`config.mk`:
```
export PLATFORM = sky130hd
export DESIGN_NAME = seq_frame_rx
export DESIGN_NICKNAME = d
export VERILOG_FILES = /design/src/rtl/seq_frame_rx.sv
export SDC_FILE = /design/constraint.sdc
export NUM_CORES = 1
export LEC_CHECK = 0
export CORE_UTILIZATION = 40
export DETAILED_ROUTE_END_ITERATION = 12
export MAX_ROUTING_LAYER = met4
export PLACE_DENSITY = 0.69
export SYNTH_ARGS = -nofsm -noshare
export SYNTH_HDL_FRONTEND = slang
export SYNTH_SLANG_ARGS = --single-unit
export TNS_END_PERCENT = 10
```
`constraint.sdc`:
```
create_clock -name clk -period 1.72 [get_ports clk]
set_input_delay 0.172 -clock clk [delete_from_list [all_inputs] [get_ports clk]]
set_output_delay 0.172 -clock clk [all_outputs]
set_load 0.01 [all_outputs]
```
`src/rtl/seq_frame_rx.sv`:
```
// Serial frame receiver: aligns on the preamble-detect strobe, deserialises a length
// field and that many MSB-first payload words. Optional parity: SEQ_FRAME_RX_PARITY_EN.
module seq_frame_rx #(
  parameter int DW    = 8,
  parameter int LEN_W = 4
) (
  input  logic          clk,
  input  logic          rst,
  input  logic          serIn,
  input  logic          preDet,
  input  logic          outReady,
  output logic [DW-1:0] dataOut,
  output logic          dataValid,
  output logic          frameDone,
  output logic          busy,
  output logic          overrun,
  output logic          parErr
);
  localparam int CW = $clog2((DW > LEN_W) ? DW : LEN_W);

  typedef enum logic [2:0] {
    S_IDLE,
    S_LEN,
    S_DATA,
`ifdef SEQ_FRAME_RX_PARITY_EN
    S_PAR,
`endif
    S_DONE
  } state_t;

  state_t           state, state_n;
  logic [CW-1:0]    bit_cnt, bit_n;
  logic [LEN_W-1:0] word_cnt, word_n;
  logic [LEN_W-1:0] len_q;
  logic [DW-2:0]    sh;
  logic [LEN_W-1:0] len_full;
  logic [DW-1:0]    word_full;
  logic             start, ld, word_last;
`ifdef SEQ_FRAME_RX_PARITY_EN
  logic             par_bad;
`endif

  // Full values include the bit on serIn this cycle, so loads happen on the last bit.
  assign len_full  = {len_q[LEN_W-2:0], serIn};
  assign word_full = {sh, serIn};
  assign word_last = (word_cnt + LEN_W'(1)) == len_q;
  assign frameDone = (state == S_DONE);
  assign busy      = (state != S_IDLE);

  always_comb begin
    state_n = state;
    bit_n   = bit_cnt;
    word_n  = word_cnt;
    start   = 1'b0;
    ld      = 1'b0;
`ifdef SEQ_FRAME_RX_PARITY_EN
    par_bad = 1'b0;
`endif
    case (state)
      S_IDLE: begin
        if (preDet) begin
          start   = 1'b1;
          bit_n   = CW'(1);
          state_n = S_LEN;
        end
      end
      S_LEN: begin
        bit_n = bit_cnt + CW'(1);
        if (bit_cnt == CW'(LEN_W-1)) begin
          bit_n   = '0;
          word_n  = '0;
          state_n = (len_full == '0) ? S_DONE : S_DATA;
        end
      end
      S_DATA: begin
        bit_n = bit_cnt + CW'(1);
        if (bit_cnt == CW'(DW-1)) begin
          ld    = 1'b1;
          bit_n = '0;
`ifdef SEQ_FRAME_RX_PARITY_EN
          state_n = S_PAR;
`else
          word_n = word_cnt + LEN_W'(1);
          if (word_last) state_n = S_DONE;
`endif
        end
      end
`ifdef SEQ_FRAME_RX_PARITY_EN
      S_PAR: begin
        // dataOut holds the word loaded on the previous edge
        par_bad = ^{dataOut, serIn};
        word_n  = word_cnt + LEN_W'(1);
        state_n = word_last ? S_DONE : S_DATA;
      end
`endif
      S_DONE:  state_n = S_IDLE;
      default: state_n = S_IDLE;
    endcase
  end

  always_ff @(posedge clk or negedge rst) begin
    if (!rst) begin
      state    <= S_IDLE;
      bit_cnt  <= '0;
      word_cnt <= '0;
    end else begin
      state    <= state_n;
      bit_cnt  <= bit_n;
      word_cnt <= word_n;
    end
  end

  always_ff @(posedge clk or negedge rst) begin
    if (!rst) begin
      len_q     <= '0;
      sh        <= '0;
      dataOut   <= '0;
      dataValid <= 1'b0;
      overrun   <= 1'b0;
    end else begin
      if (start || state == S_LEN) len_q <= len_full;
      if (state == S_DATA) sh <= word_full[DW-2:0];
      if (ld) begin
        dataOut   <= word_full;
        dataValid <= 1'b1;
      end else if (outReady) begin
        dataValid <= 1'b0;
      end
      // accept-and-load in the same cycle is a clean handoff, not an overrun
      if (start) overrun <= 1'b0;
      else if (ld && dataValid && !outReady) overrun <= 1'b1;
    end
  end

`ifdef SEQ_FRAME_RX_PARITY_EN
  always_ff @(posedge clk or negedge rst) begin
    if (!rst)         parErr <= 1'b0;
    else if (start)   parErr <= 1'b0;
    else if (par_bad) parErr <= 1'b1;
  end
`else
  assign parErr = 1'b0;
`endif

endmodule

```
* Yosys cells after proc, flatten, opt, wreduce, memory -nomap -nowiden
Cells that the tools add are included.
** Word-level totals
- Register bits after elaboration :: 31
- Bits in latches :: 0
- Memory bits (writable) :: 0
- Bits in read-only memories :: 0
- Input bits :: 5
- Output and inout port bits :: 13
- Logic and storage cells :: 54
- Memories :: 0
** Operators by class
- $add $sub $neg :: 2
- Multipliers :: 0
- Divide/modulo/power cells :: 0
- Magnitude comparators :: 0
- Equality and inequality tests :: 10
- Shift-type cells :: 0
- Muxes and demuxes :: 20
- Bitwise operators :: 0
- Reductions and logical operators :: 14
** Operator list (count)
- $mux 3 :: 6
- $pmux 3 s3 :: 2
- $eq 3x2->1 const B :: 3
- $mux 1 :: 9
- $mux 4 :: 2
- $ne 2x2->1 const B :: 4
- $pmux 4 s2 :: 1
- $reduce_bool 2->1 :: 3
- $reduce_bool 3->1 :: 2
- $add 4x1->4 const B :: 1
- $eq 4x4->1 :: 1
- $logic_not 4->1 :: 1
- $reduce_and 4->1 :: 1
- $add 3x1->3 const B :: 1
- $eq 3x1->1 const B :: 1
- $eq 3x3->1 const B :: 1
- $logic_not 3->1 :: 1
- $reduce_and 3->1 :: 1
- $logic_and 1x1->1 :: 2
- $reduce_and 2->1 :: 1
- $logic_not 1->1 :: 1
- $logic_or 1x1->1 :: 1

* Logic depth before layout (Yosys ltp)
Gate-level depths: netlist (run 1).
- Depth in word-level cells :: 7
- Depth in mapped cells :: 7
- Mapped depth without buffers :: 7

* Worst setup path after synthesis (run 1)
No wires, ideal clock.
- Kind :: register to register
- From :: register bit_cnt[0]
- To :: register state[1]
- Setup time :: 0.069 ns
- Arrival :: 1.625 ns
- Required time :: 1.651 ns
- Slack :: 0.026 ns
- Stages on the path, launching flop included :: 8
- Buffers on the path :: 1
- Period minus slack after synthesis :: 1.694 ns
- Path through :: dfrtp_1 -> ha_1 -> ha_1 -> buf_2 -> inv_1 -> a211o_1 -> or4_1 -> nand3_1
** On the way
- Longest elaborated chain between the ends :: 3
- Elaborated cells between the ends (all ways) :: 5
- Classes of those cells :: eq/ne: 4; reduce/logical: 1
** Ends and longest elaborated chain
- from (decl) :: RTL line 32 : logic [CW-1:0] bit_cnt, bit_n;
- from (signal assigned) :: RTL line 108 : bit_cnt <= bit_n;
- $eq 3x3->1 or $eq 3x2->1 (tied branches) :: RTL line 77, 69
- $ne 2x2->1 (no line)
- $reduce_and 4->1 (no line) *
- to (signal assigned) :: RTL line 107 : state <= state_n;
- to (decl) :: RTL line 31 : state_t state, state_n;
Mark *: on every way between the ends. The rest lies on a longest branch, timed or not.
A chain may end at the register's enable or synchronous reset.

* Worst setup path in the final report (run 1)
- From :: register state[0]
- To :: register state[1]
** On the way
- Longest elaborated chain between the ends :: 3
- Elaborated cells between the ends (all ways) :: 9
- Classes of those cells :: eq/ne: 6; mux: 1; reduce/logical: 2
** Ends and longest elaborated chain
- $eq 3x2->1 (tied with other cells) :: RTL line 59 : case (state)
- $ne 2x2->1 (no line)
- $reduce_and 4->1 (no line)
Parallel ways exist; a longest one is shown, timed or not.

==> results by group, run 1 <==
CTS
  • CTS root buffer: clkbuf_8
  • Worst-path clk slew: 0.07 ns
  • CTS tree: built
  • Num CTS Buffers: 5
  • H-Tree Depth: 2
  • Clk sinks: 30
  • Hold buffers post-CTS: 0
  • Buffers from clock root to sink, at most: 2
  • Skew-Pair Late Insertion Delay: roughly 0.28 ns

Global route
  • Met1 GRT Util: ~22%
  • Global Route Usage Sum: 18.35%
  • Largest net degree at the start of global routing: 31
  • Antenna violations before repair: 0
  • First-pass GRT wire length: 5623 um
  • Met2 Usage GRT: a little under a third
  • Most Used Layer, Global Route: met2
  • Met3 Usage GRT: approximately 4.3%
  • Gr ovfl total: 0
  • Number of global-route vias before repair: 1,255

Layout
  • Most frequent cells in the layout: 30 x dfrtp_1, 20 x mux2_2, 20 x buf_4
  • N_diodes: 0
  • Share of layout cells above drive strength 1: between 30% and 40%
  • Most common cell after layout, fill and taps aside: dfrtp_1
  • Post-layout util: 58.92%
  • Fillers: 319
  • Final nets: 196
  • Non-Filler Instances: 230
  • Seq. cell area: 750.7 um^2
  • Area of the multi-input gates: 875.8 um^2
  • Area growth syn-to-layout: 40.08%

Floorplan
  • Die H: 64.28 um
  • Num rows: 22
  • Initial Util: 42.06%
  • Chip Width: 64.28 um
  • Die area: roughly 4100 um^2
  • Boundary Pins: 18
  • Core area: roughly 3700 um^2

Worst setup path
  • Worst Setup SP: state[0]
  • Worst reg2reg path depth: 6
  • Reg2reg end: state[1]
  • Worst path bufs/invs: 2
  • Cell chain of the critical path: inv_2 > buf_6 > ha_4 > a211o_1 > or4_4 > nand3_2
  • Worst path required time: 1.94 ns
  • R2r setup slk: -0.03 ns
  • Worst r2r src: state[0]
  • CP Capture Type: flip-flop
  • Slowest-stage cell, CP: or4_4
  • Crit-path max cell delay: approximately 0.54 ns
  • CP startpoint kind: flip-flop
  • Crit Path Category: reg -> reg
  • Crit-path max FO: 7
  • Arr. time, crit path: a little under 2 ns
  • Cell family with most CP delay: simple AND/OR/NAND/NOR gates

Synthesis
  • Yosys reg bits: 30
  • Synth warnings: 0
  • Cells after synthesis: ~140
  • Mapped cell area: 1551 um^2
  • Yosys top cell area share: 48.39%
  • Largest cells by area after synthesis: dfrtp_1 48%, mux2_2 15%, ha_1 8.1%
  • Syn avg cell area: 11.16 um^2
  • Synth cell types: 36
  • Syn Nets: 154
  • Seq/Total Area, Yosys: 48.39%
  • Largest area contributor in the netlist: dfrtp_1

Drt
  • Number of vias per cell: 5.352
  • Detailed-route via count: 1,231
  • TritonRoute pass-1 iters: 4
  • DRT antenna net count: 0
  • DRC violations left: 0
  • Total wire length: 3593 um
  • WL/cell: 15.62 um
  • Detailed Route Iter0 Violations: 52

STA
  • Setup violations, final: 1
  • Final WS setup: -0.02847 ns
  • Period utilisation layout: 101.7%
  • Slew @ Worst Pin: between 0.5 and 0.6 ns
  • Max-slew violation count: 0
  • Max-slew headroom: between 60% and 70%
  • Clock skew: roughly 0.0089 ns
  • FMAX: roughly 570 MHz
  • Fin. Hold Viols: 0
  • Tmin final: 1.748 ns
  • RSZ-0062 raised after global routing: yes

Flow run
  • Maxcap violations: 0

Pwr
  • Maximum vdd drop: 0.7553 mV
  • Pwr dens: about 1600 nW/um^2
  • Pleak: 0.9611 nW

Hold path
  • Hold Path Class: in -> async

Run status
  • Failing checks: negative setup slack
  • Status: complete, but fails checks

Place
  • Routability congestion estimate: between 0.8 and 0.9
  • Inst Count DP: 216
  • Hpwl dp: approximately 2400 um
  • I/O Buffers: 16
==> power by group <==
group	total (mW)	internal (mW)	switching (mW)
clock network	0.578	0.322	0.256
registers	1.20	0.982	0.220
logic	1.66	0.929	0.728
==> layout make-up <==
cell class                      instances  share of cell area [%]
Clock buffer                            7                   3.972
Clock inverter                          1                  0.2303
Tap cell                               48                   2.763
Inverter                               11                   1.900
Timing Repair Buffer                   39                   16.29
Multi-Input combinational cell         94                   40.30
Sequential cell                        30                   34.54
==> kinds of logic (layout without fill, tap and decap cells) <==
group / after synthesis / after routing / share of synthesized area, %
fa+ha+maj: 10 / 10 / 8.065
buf+inv: 15 / 58 / 4.032
flops: 30 / 30 / 48.39
simple gates: 33 / 33 / 10.81
compound gates: 25 / 25 / 10.24
other cells: 1 / 1 / 0.2417
mux: 20 / 20 / 14.52
xor+xnor: 5 / 5 / 3.710
==> what timing repair did <==
action | CTS | global route
endpoints found under the setup margin | 4 | 6
pin swaps | 0 | 7
buffers inserted | 1 | 5
gates resized for setup | 5 | 25
==> stage by stage <==
stage | hold slack, ns | setup WS, ns | power [mW] | instance area, um^2 | setup TNS, ns
2_1_floorplan | -0.1236 | 0.02618 | 1.962 | 1551 | 0
3_3_place_gp | 0.4826 | 0.005285 | 2.427 | 1891 | 0
3_5_place_dp | 0.4924 | -0.04021 | 2.497 | 1891 | -0.1060
4_1_cts | 0.3038 | -0.0009091 | 3.102 | 1996 | -0.0009091
5_1_grt | 0.3134 | -0.06919 | 3.641 | 2173 | -0.07814
6_report | 0.2819 | -0.02847 | 3.438 | 2173 | -0.02847
==> flip-flops by register name, indices dropped and copies added, names as in the netlist <==
name	count
sh	7
dataOut	8
word_cnt	4
overrun	1
len_q	4
dataValid	1
bit_cnt	3
state	2
==> metal layers <==
| metal | part of all wire [%] | up-vias |
|---|---|---|
| li1 | - | 577 |
| met1 | 44 | 613 |
| met2 | 50 | 32 |
| met3 | 3.7 | 9 |
| met4 | 2.2 | 0 |
| met5 | 0 | - |
==> cells in the mapped netlist (all sizes together) <==
library cell  count
o31ai             1
nand3             5
nand4             2
buf               4
a211o             1
xnor2             2
a31o              1
o21ai             8
inv              11
nor3              3
o21a              1
and4              1
or2               1
nand2b            1
o311ai            1
a22oi             1
and3              1
nand2             8
o211ai            1
a32o              1
a221oi            1
xnor3             1
dfrtp            30
o221ai            1
a21oi             7
or4               1
nor2              5
or3               1
mux2             20
nor4              2
nor2b             2
ha               10
conb              1
xor2              2
==> how the worst max path moves through the flow <==
stage | depth (start not counted) | slack (ns) | endpoint
2_1_floorplan | 7 | 0.03 | state[1]
3_3_place_gp | 6 | 0.005 | state[0]
3_5_place_dp | 7 | -0.04 | bit_cnt[0]
4_1_cts | 6 | -0.0009 | bit_cnt[0]
5_1_grt | 6 | -0.07 | state[1]
6_report | 6 | -0.03 | state[1]
==> worst register-to-register path: stages, from the launching register on <==
cell and delay, ns:
dfrtp_1 0.39, inv_2 0.07, buf_6 0.12, ha_4 0.17
a211o_1 0.32, or4_4 0.54, nand3_2 0.08
Power figures use the tool's default switching activity.
==> run 2: changes to the inputs <==
--- a/config.mk
+++ b/config.mk
@@ -5,6 +5,7 @@
 export SDC_FILE = /design/constraint.sdc
 export NUM_CORES = 1
 export LEC_CHECK = 0
+export ABC_AREA = 0
 export CORE_UTILIZATION = 40
 export DETAILED_ROUTE_END_ITERATION = 12
 export MAX_ROUTING_LAYER = met4
==> results of run 2 <==
Same layout as run 1: the final DEF is identical, and so are final timing and power.
